==> config.mk <==
export PLATFORM = sky130hd
export DESIGN_NAME = serial_adder
export DESIGN_NICKNAME = d
export VERILOG_FILES = /design/src/rtl/serial_adder_pkg.sv /design/src/rtl/full_adder_cell.sv /design/src/rtl/serial_adder.sv
export SDC_FILE = /design/constraint.sdc
export NUM_CORES = 1
export LEC_CHECK = 0
export BUFFER_PORTS_ARGS = -buffer_cell sky130_fd_sc_hd__buf_2
export CORE_ASPECT_RATIO = 1.4
export CORE_MARGIN = 1
export CORE_UTILIZATION = 50
export CTS_CLUSTER_DIAMETER = 120
export DETAILED_ROUTE_END_ITERATION = 6
export PLACE_DENSITY_LB_ADDON = 0.08
export SYNTH_ARGS = -nofsm -noshare
export SYNTH_HDL_FRONTEND = slang
export SYNTH_SLANG_ARGS = --single-unit
==> constraint.sdc <==
create_clock -name clk -period 1.32 [get_ports clk]
set_input_delay 0.198 -clock clk [delete_from_list [all_inputs] [get_ports clk]]
set_output_delay 0.198 -clock clk [all_outputs]
set_load 0.005 [all_outputs]
==> src/rtl/serial_adder_pkg.sv <==
`default_nettype none
// ============================================================================
// Module      : serial_adder_pkg
// Description : Shared types and helpers for the bit-serial adder: FSM state
//               encoding, maximum operand width and bit-counter sizing.
// Revision    : 1.0 - initial release
// ============================================================================
package serial_adder_pkg;

  // Widest operand the adder is intended to be built for.
  localparam int MAX_WIDTH = 32;

  // Control FSM states, explicit 2-bit encoding.
  typedef enum logic [1:0] {
    IDLE = 2'd0,
    RUN  = 2'd1,
    DONE = 2'd2
  } state_e;

  // Bit counter width: enough to index bits 0..w-1 (never narrower than 1).
  function automatic int cnt_width(input int w);
    return (w > 1) ? $clog2(w) : 1;
  endfunction

endpackage : serial_adder_pkg
`default_nettype wire

==> src/rtl/full_adder_cell.sv <==
`default_nettype none
// ============================================================================
// Module      : full_adder_cell
// Description : One-bit combinational full adder; the single slice that the
//               serial adder reuses on every RUN cycle.
// Revision    : 1.0 - initial release
// ============================================================================
module full_adder_cell (
  input  logic A,
  input  logic B,
  input  logic C_in,
  output logic S,
  output logic C_out
);

  // Sum is odd parity of the three inputs; carry is their majority.
  always_comb begin
    S     = A ^ B ^ C_in;
    C_out = (A & B) | (A & C_in) | (B & C_in);
  end

endmodule : full_adder_cell
`default_nettype wire

==> src/rtl/serial_adder.sv <==
`default_nettype none
// ============================================================================
// Module      : serial_adder
// Description : Bit-serial WIDTH-bit adder. One full-adder slice processes
//               the operands LSB first, one bit per clock, with the carry
//               held in a flop between bits. start/busy/done handshake;
//               S and C_out update only on entry to DONE.
//               Optional macro SERIAL_ADDER_OVF_EN adds a registered signed
//               overflow output OVF.
// Revision    : 1.0 - initial release
// ============================================================================
module serial_adder
  import serial_adder_pkg::*;
#(
  parameter int WIDTH = 8
) (
  input  logic             clk,
  input  logic             rst,
  input  logic             start,
  input  logic [WIDTH-1:0] A,
  input  logic [WIDTH-1:0] B,
  input  logic             C_in,
  output logic             busy,
  output logic             done,
  output logic [WIDTH-1:0] S,
  output logic             C_out
`ifdef SERIAL_ADDER_OVF_EN
  ,
  output logic             OVF
`endif
);

  localparam int             CNT_W    = cnt_width(WIDTH);
  localparam logic [CNT_W-1:0] LAST_BIT = CNT_W'(WIDTH - 1);
  localparam logic [CNT_W-1:0] CNT_ONE  = CNT_W'(1);

  state_e             state_q, state_d;
  logic [WIDTH-1:0]   a_q, a_d;
  logic [WIDTH-1:0]   b_q, b_d;
  // The accumulator only needs WIDTH-1 bits: the final sum bit is joined
  // to it directly when the result is captured into S.
  logic [WIDTH-2:0]   acc_q, acc_d;
  logic               carry_q, carry_d;
  logic [CNT_W-1:0]   cnt_q, cnt_d;
  logic [WIDTH-1:0]   s_q, s_d;
  logic               c_out_q, c_out_d;
`ifdef SERIAL_ADDER_OVF_EN
  logic               ovf_q, ovf_d;
`endif

  logic               sum_bit;
  logic               carry_next;
  logic [WIDTH-1:0]   acc_shift;

  full_adder_cell u_fa (
    .A     (a_q[0]),
    .B     (b_q[0]),
    .C_in  (carry_q),
    .S     (sum_bit),
    .C_out (carry_next)
  );

  // New sum bit enters at the top; after the last bit this is the full sum.
  always_comb begin
    acc_shift = {sum_bit, acc_q};
  end

  // Next-state and datapath update for the IDLE -> RUN -> DONE sequence.
  always_comb begin
    state_d = state_q;
    a_d     = a_q;
    b_d     = b_q;
    acc_d   = acc_q;
    carry_d = carry_q;
    cnt_d   = cnt_q;
    s_d     = s_q;
    c_out_d = c_out_q;
`ifdef SERIAL_ADDER_OVF_EN
    ovf_d   = ovf_q;
`endif
    case (state_q)
      IDLE: begin
        if (start) begin
          a_d     = A;
          b_d     = B;
          carry_d = C_in;
          acc_d   = '0;
          cnt_d   = '0;
          state_d = RUN;
        end
      end
      RUN: begin
        a_d     = a_q >> 1;
        b_d     = b_q >> 1;
        acc_d   = acc_shift[WIDTH-1:1];
        carry_d = carry_next;
        cnt_d   = cnt_q + CNT_ONE;
        if (cnt_q == LAST_BIT) begin
          // Result registers load together with the move into DONE so a
          // partial sum never reaches S.
          s_d     = acc_shift;
          c_out_d = carry_next;
`ifdef SERIAL_ADDER_OVF_EN
          // carry_q is the carry into the MSB while bit WIDTH-1 is processed.
          ovf_d   = carry_q ^ carry_next;
`endif
          state_d = DONE;
        end
      end
      DONE: begin
        state_d = IDLE;
      end
      default: begin
        state_d = IDLE;
      end
    endcase
  end

  // State and datapath registers; reset aborts any operation at once.
  always_ff @(posedge clk or posedge rst) begin
    if (rst) begin
      state_q <= IDLE;
      a_q     <= '0;
      b_q     <= '0;
      acc_q   <= '0;
      carry_q <= 1'b0;
      cnt_q   <= '0;
      s_q     <= '0;
      c_out_q <= 1'b0;
`ifdef SERIAL_ADDER_OVF_EN
      ovf_q   <= 1'b0;
`endif
    end else begin
      state_q <= state_d;
      a_q     <= a_d;
      b_q     <= b_d;
      acc_q   <= acc_d;
      carry_q <= carry_d;
      cnt_q   <= cnt_d;
      s_q     <= s_d;
      c_out_q <= c_out_d;
`ifdef SERIAL_ADDER_OVF_EN
      ovf_q   <= ovf_d;
`endif
    end
  end

  // Handshake outputs decode directly from the state register.
  always_comb begin
    busy  = (state_q != IDLE);
    done  = (state_q == DONE);
    S     = s_q;
    C_out = c_out_q;
`ifdef SERIAL_ADDER_OVF_EN
    OVF   = ovf_q;
`endif
  end

endmodule : serial_adder
`default_nettype wire

Word level (Yosys, flattened, before mapping)
Index checks and enable logic that the tools add are counted.
{"block": "totals", "ff_bits": 38, "in_bits": 20}
{"block": "op_classes", "add_sub_neg": 1, "eq_ne": 5, "muxes": 13, "bitwise_logic": 7, "n_reduce_logical": 6}
{"cell": "$pmux 8 s2", "n": 2}
{"cell": "$mux 8", "n": 2}
{"cell": "$pmux 7 s2", "n": 1}
{"cell": "$mux 7", "n": 1}
{"cell": "$pmux 3 s2", "n": 1}
{"cell": "$reduce_and 2->1", "n": 3}
{"cell": "$mux 2", "n": 2}
{"cell": "$ne 2x2->1 const B", "n": 2}
{"cell": "$pmux 2 s2", "n": 1}
{"cell": "$reduce_bool 2->1", "n": 2}
{"cell": "$add 3x1->3 const B", "n": 1}
{"cell": "$and 1x1->1", "n": 3}
{"cell": "$eq 3x3->1 const B", "n": 1}
{"cell": "$mux 3", "n": 1}
{"cell": "$eq 2x1->1 const B", "n": 1}
{"cell": "$eq 2x2->1 const B", "n": 1}
{"cell": "$logic_not 2->1", "n": 1}
{"cell": "$or 1x1->1", "n": 2}
{"cell": "$pmux 1 s2", "n": 1}
{"cell": "$xor 1x1->1", "n": 2}
{"cell": "$mux 1", "n": 1}

Depth between registers and ports, before layout
Gate-level depths: netlist of the first run.
{"block": "logic_depth", "word_depth": 4, "ltp_mapped": 5, "mapped_depth_nobuf": 4}

Modules after synthesis
From an unflattened synthesis of the first run, not the netlist that was laid out.
{"block": "unflattened", "cells_unflattened": 144, "area_unflattened_um2": 1762.9}
{"mod": "serial_adder", "n_inst": 1, "cells_each": 143, "area_per_inst_um2": 1742.9, "seq_area_each_um2": 950.9}
{"mod": "full_adder_cell", "n_inst": 1, "cells_each": 1, "area_per_inst_um2": 20.0, "seq_area_each_um2": 0.0}

Worst setup path after synthesis of the first run
Ideal clock, no wire load.
{"block": "synth_timing", "path_kind": "register to register", "start": "register cnt_q[0]", "end": "register c_out_q (netlist: C_out)", "t_arrival_ns": 1.297, "required_ns": 1.195, "slack_ns": -0.102, "path_stages_with_launch": 6, "path_buffers": 1, "period_less_slack_ns": 1.422, "path_cell_list": "dfrtp_1 ha_1 ha_1 nand3b_4 buf_6 mux2_4"}
{"block": "synth_via", "elab_chain_len": 2}
{"element": "start: declaration", "line": "serial_adder.sv:44", "rtl": "logic [CNT_W-1:0] cnt_q, cnt_d;"}
{"element": "start signal: assignment", "line": "serial_adder.sv:139", "rtl": "cnt_q <= cnt_d;"}
{"element": "$eq 3x3->1", "line": "serial_adder.sv:98", "rtl": "if (cnt_q == LAST_BIT) begin"}
{"element": "$reduce_and 2->1 (no line)"}
{"element": "end signal: assignment", "line": "serial_adder.sv:141", "rtl": "c_out_q <= c_out_d;"}
{"element": "end: declaration", "line": "serial_adder.sv:46", "rtl": "logic c_out_q, c_out_d;"}
Every way passes these cells.
A chain may end at the register's enable or synchronous reset.

Final worst setup path of the first run
{"block": "layout_timing", "start": "register state_q[0]", "end": "output busy"}
{"block": "layout_via", "elab_chain_len": 1}
{"element": "start: declaration", "line": "serial_adder.sv:37", "rtl": "state_e state_q, state_d;"}
{"element": "start signal: assignment", "line": "serial_adder.sv:134", "rtl": "state_q <= state_d;"}
{"element": "$reduce_bool 2->1", "line": "serial_adder.sv:150", "rtl": "busy = (state_q != IDLE);"}
{"element": "end: declaration", "line": "serial_adder.sv:23", "rtl": "output logic busy,"}
Every way passes these cells.

==> results of run 1 <==
-- registers in the layout, summed over array words and instances, names as in the netlist --
signal and cells:
C_out 1, S 8, a_q 8, acc_q 7, b_q 8, carry_q 1, cnt_q 3, state_q 2
-- logic make-up after synthesis --
logic type	Yosys count	share of synthesized area
AO/OA/AOI/OAI	28	0.149
adder cells (fa/ha/maj)	3	0.0240
buffers and inverters	32	0.0873
flip-flops	38	0.506
multiplexers	10	0.0779
AND/OR/NAND/NOR	37	0.156
-- cell type report --
class                      instances  area [um^2]  area share
multi-input combinational         79          990       0.386
sequential                        38          952       0.371
timing repair buffer              58          408       0.159
clock buffer                       6         82.6      0.0322
inverter                          18         67.6      0.0263
tap                               42         52.6      0.0205
clock inverter                     2         12.5     0.00488
-- layout by cell type (no fill, tap or decap), types with 2 or more instances in the layout --
| master | n |
|---|---|
| dfrtp_1 | 37 |
| buf_8 | 2 |
| nor4b_4 | 8 |
| nor4b_2 | 4 |
| a211oi_2 | 11 |
| buf_2 | 29 |
| mux2_4 | 9 |
| nor3b_1 | 10 |
| nand3b_4 | 2 |
| buf_6 | 8 |
| nor3b_2 | 4 |
| a211oi_1 | 3 |
| buf_4 | 19 |
| nor4b_1 | 3 |
| inv_1 | 18 |
| clkbuf_8 | 6 |
| a22o_1 | 9 |
| nand2_1 | 3 |
-- worst max-delay path by stage --
stage	to	slack [ps]	depth (start not counted)
final	busy	-100	3
after global routing	busy	-130	3
after CTS	busy	-130	3
after detailed placement	b_q[6]	-120	2
after global placement	S[0]	-50	4
after floorplan	C_out	-20	5
-- through the flow --
| step | total power (uW) | instance area (um^2) |
|---|---|---|
| 3_5_place_dp | 4090 | 2090 |
| 4_1_cts | 5140 | 2320 |
| 3_3_place_gp | 3980 | 2090 |
| 6_report | 5530 | 2560 |
| 5_1_grt | 5900 | 2560 |
| 2_1_floorplan | 3570 | 1900 |
-- power by group through the flow --
stage | Combinational, uW | Clock [uW] | Sequential, uW
floorplan | 1600 | 0 | 1960
global placement | 1960 | 0 | 2020
detailed placement | 2040 | 0 | 2050
CTS | 2250 | 852 | 2030
global route | 2890 | 887 | 2120
finish | 2660 | 826 | 2040
-- worst register-to-register path: stages, from the launching register on --
cell,delay [ps]
dfrtp_2,470
buf_4,170
o21bai_4,200
buf_4,160
mux2_2,250
-- what timing repair did --
item	CTS	global route
resized for setup	12	32
gates cloned	1	0
pin swaps	1	2
setup endpoints to repair	22	29
buffers inserted	9	7
-- routing by layer --
metal  GRT usage  vias up  part of all wire
li1            -      639                 -
met1       0.245      676              0.41
met2       0.384       22              0.55
met3      0.0429        5             0.021
met4      0.0789        0             0.015
met5           0        -                 0
==> results_dict.tcl, run 1 <==
set metrics [dict create \
    dp_slack_ps -118 \
    cp_max_fo 5 \
    worstPathRequired_ps 1120 \
    fin_crit_ps 1420 \
    p_int_uw 3610 \
    diodes 0 \
    wire_per_inst_um 16.7 \
    hold_ws_ps 5.79 \
    routabilityCongestion 0.669 \
    rr_endpoint "cnt_q[0]" \
    path_buf_inv 2 \
    initial_utilization 0.520 \
    worst_pin_slew_ps 472 \
    syn_area_um2 1880 \
    cap_violations 0 \
    postSynth.asyncResetShare 1.00 \
    switching_share 0.346 \
    relSlewSlack 0.685 \
    regToRegSetupSlack_ps -30 \
    p_seq_frac 0.369 \
    pwr-share-comb 0.481 \
    yosysTopAreaCell "dfrtp_1" \
    syn_avg_cell_area_um2 12.7 \
    arrival_ps 1220 \
    cts.sinks 38 \
    num-fill-cells 246 \
    yosysMostFrequentCell "dfrtp_1" \
    numPortBuffers 30 \
    grt.total_usage 0.215 \
    cts.reportedPaths.clkPinSlew_ps 70 \
    cts-htree-levels 2 \
    place_inst 218 \
    num_vias 1342 \
    yosys.cell_types.count 24 \
    post-route-util 0.710 \
    slew_violations 0 \
    cp_slowest_stage_delay_ps 420 \
    finalNetCount 223 \
    syn2layout_area_growth_pct 36.6 \
    overflow 0 \
    hpwl_um 2430 \
    irDropWorstVdd_mv 1.31 \
    num_rows 26 \
    syn-num-nets 171 \
    r2r_start "state_q[1]" \
    crit_start "state_q[0]" \
    hold_violations 0 \
    cts_buffers 5 \
    initialDrtViolationCount 20 \
    fin_crit_sh 1.08 \
    ys.flop_type "dfrtp_1" \
    yosys_warnings 0 \
    powerDensity_nw_per_um2 2160 \
    cts_tree "yes" \
    rsz0062_at_grt "yes" \
    ant_nets 0 \
    crit_type "reg2out" \
    synth_area_leaders "dfrtp_1 51%, mux2_4 7.2%, nor4b_1 7.0%" \
    synth_edf_count 0 \
    grt_start_max_net_pins 39 \
    path_delay_family "flip-flops" \
    worstHoldPathType "in2async" \
    ios 31 \
    fmax_mhz 704 \
    grt_pass1_wl_um 6150 \
    status "complete, but fails checks" \
    path_common_cell "buf_6" \
    reg2regPathDepth 4 \
    drive_gt1_frac 0.562 \
    fin_worst_skew_ps 3.85 \
    final_cells 243 \
    vias_per_cell 5.52 \
    p_leak_uw 0.00121 \
    setup.worst_path.start_class "flop" \
    die_w_um 53.8 \
    synth_top_area_share 0.506 \
    grt_pass1_vias 1338 \
    crit_chain "buf_6 > or2_4 > buf_6" \
    critPathCaptureType "output port" \
    die_h_um 74.5 \
    fp.coreArea_um2 3610 \
    drt-total-wl_um 4060 \
    ctsHoldBuffers 0 \
    worstSkewPairLatency_ps 290 \
    drc 0 \
    setup_ws_ps -99.5 \
    clkPwrFrac 0.149 \
    violations "negative setup slack" \
    synth-seq-area-share 0.506 \
    fin_tns_setup_ps -325 \
    synth_commonest_cells "38 x dfrtp_1, 18 x inv_1, 15 x nor4b_1" \
    cp_slowest_cell "dfrtp_1" \
    grt_antenna_before_repair 0 \
    netlist_instances 148 \
    drtPass1Iterations 4 \
    ys_ff_latch 38 \
    dieArea_um2 4010 \
    power_switching_uw 1920 \
    clockBufferDepth 2 \
    clockRootBuffer "clkbuf_8" \
    setup_viol 12 \
]
Note: power is estimated with default switching activity, not from simulation.
==> inputs of run 2 (changes only) <==
- ABC_AREA: not set -> 0
- CORE_UTILIZATION: 50 -> 49
- SLEW_MARGIN: not set -> 20
==> run 2 against run 1 <==
Against the previous run: the flow finishes with violations (negative hold slack, negative setup slack); via count increased by 5.6%; register-to-register slack got worse by 120 ps; die area increased by 2.0%; first-iteration DRC count increased by 65%; clock power increased by 51%; routed wire length increased by 16%; sequential share of layout area decreased by 1.0 points; utilization increased by 1.4 points; sequential cell count unchanged; combinational power increased by 8.3%; total power increased by 12%; largest power group unchanged.
==> results_dict.tcl, run 2 (synthesis gave the netlist of run 1 again) <==
set metrics [dict create \
    r2r_start "state_q[0]" \
    p_leak_uw 0.00124 \
    num_rows 26 \
    hpwl_um 2360 \
    fp.coreArea_um2 3640 \
    diodes 0 \
    cts_buffers 5 \
    ant_nets 0 \
    grt.total_usage 0.256 \
    worst_pin_slew_ps 491 \
    cp_slowest_stage_delay_ps 450 \
    rsz0062_at_grt "yes" \
    powerDensity_nw_per_um2 2340 \
    drive_gt1_frac 0.562 \
    cts-htree-levels 2 \
    fmax_mhz 679 \
    num-fill-cells 252 \
    fin_crit_ps 1470 \
    irDropWorstVdd_mv 1.79 \
    setup.worst_path.start_class "flop" \
    cp_slowest_cell "dfrtp_2" \
    switching_share 0.333 \
    fin_crit_sh 1.11 \
    drtPass1Iterations 4 \
    hold_violations 9 \
    cts_tree "yes" \
    initial_utilization 0.515 \
    clockRootBuffer "clkbuf_8" \
    worstPathRequired_ps 1470 \
    slew_violations 0 \
    setup_viol 36 \
    setup_ws_ps -152 \
    p_seq_frac 0.331 \
    ios 31 \
    drc 0 \
    wire_per_inst_um 19.4 \
    violations "negative hold slack, negative setup slack" \
    power_switching_uw 2060 \
    crit_type "reg2reg" \
    hold_ws_ps -2.20 \
    critPathCaptureType "flop" \
    pwr-share-comb 0.466 \
    grt_antenna_before_repair 0 \
    layout_commonest_cell "dfrtp_1" \
    drt-total-wl_um 4710 \
    p_int_uw 4120 \
    reg2regPathDepth 4 \
    grt_pass1_vias 1470 \
    grt_pass1_wl_um 7250 \
    fin_worst_skew_ps 11.4 \
    ctsHoldBuffers 0 \
    clockBufferDepth 2 \
    vias_per_cell 5.83 \
    numPortBuffers 30 \
    crit_start "state_q[0]" \
    cp_max_fo 9 \
    worstSkewPairLatency_ps 300 \
    layout_common_cells "37 x dfrtp_1, 29 x buf_2, 18 x inv_1" \
    grt_start_max_net_pins 39 \
    initialDrtViolationCount 33 \
    dieArea_um2 4090 \
    relSlewSlack 0.668 \
    placed_cell_area_um2 2100 \
    cts.sinks 38 \
    arrival_ps 1630 \
    clkPwrFrac 0.203 \
    fin_area_um2 2640 \
    cts.reportedPaths.clkPinSlew_ps 90 \
    status "complete, but fails checks" \
    routabilityCongestion 0.738 \
    die_h_um 75.3 \
    cap_violations 0 \
    fin_tns_setup_ps -1590 \
    finalNetCount 223 \
    crit_chain "buf_12 > buf_4 > nor4b_1 > a211oi_2" \
    syn2layout_area_growth_pct 40.4 \
    die_w_um 54.3 \
    num_vias 1417 \
    worstHoldPathType "in2async" \
    overflow 0 \
]
==> run 2: layout make-up <==
class	instances	area (um^2)	share of cell area
Sequential cell	38	952	0.361
Clock buffer	6	82.6	0.0313
Timing Repair Buffer	58	493	0.187
Clock inverter	2	60.1	0.0228
Tap cell	42	52.6	0.0199
Multi-Input combinational cell	79	930	0.352
Inverter	18	67.6	0.0256
==> run 2: final timing paths <==
kind	to	slack, ps
min in group clk	a_q[7]	150
hold / removal	acc_q[3]	-2
setup reg to reg	a_q[5]	-150
max in group asynchronous	state_q[0]	960
setup / recovery	a_q[5]	-150
hold reg to reg	acc_q[0]	500
==> run 2: metrics by stage <==
stage | cells | worst slack (ps) | hold WS [ps] | utilization | total power [uW]
floorplan | 148 | -18.3 | 333 | - | 3570
CTS | 242 | -117 | 14.6 | 0.702 | 5950
global placement | 216 | -21.2 | 327 | 0.576 | 4010
global route | 243 | -157 | 50.3 | 0.724 | 6500
finish | 243 | -152 | -2.20 | 0.724 | 6180
detailed placement | 216 | -94.1 | 340 | 0.576 | 4150
==> run 2: repair_timing <==
item	in CTS	in global routing
cloned	3	0
endpoints found under the hold margin	0	0
gates resized for setup	20	13
setup endpoints to repair	22	40
setup buffers	15	1
pin swaps	9	5
==> run 2: power groups by stage <==
stage          combinational (uW)  sequential [uW]  clock (uW)
4_1_cts                      2680             2030        1240
3_5_place_dp                 2110             2040           0
3_3_place_gp                 1990             2020           0
6_report                     2880             2050        1250
5_1_grt                      3100             2110        1300
2_1_floorplan                1600             1960           0
==> run 2: layer usage <==
layer	up-vias	wire, um	global-route usage
met5	-	0	0
met4	0	80	0.105
met3	10	203	0.0747
met2	49	2560	0.427
met1	723	1870	0.302
li1	635	-	-
==> run 2: critical path, delay by kind of cell (launching register included) <==
kind / cells / cell delay [ps]
buf+inv: 2 / 310
simple gates: 1 / 440
compound gates: 1 / 120
flops: 1 / 450
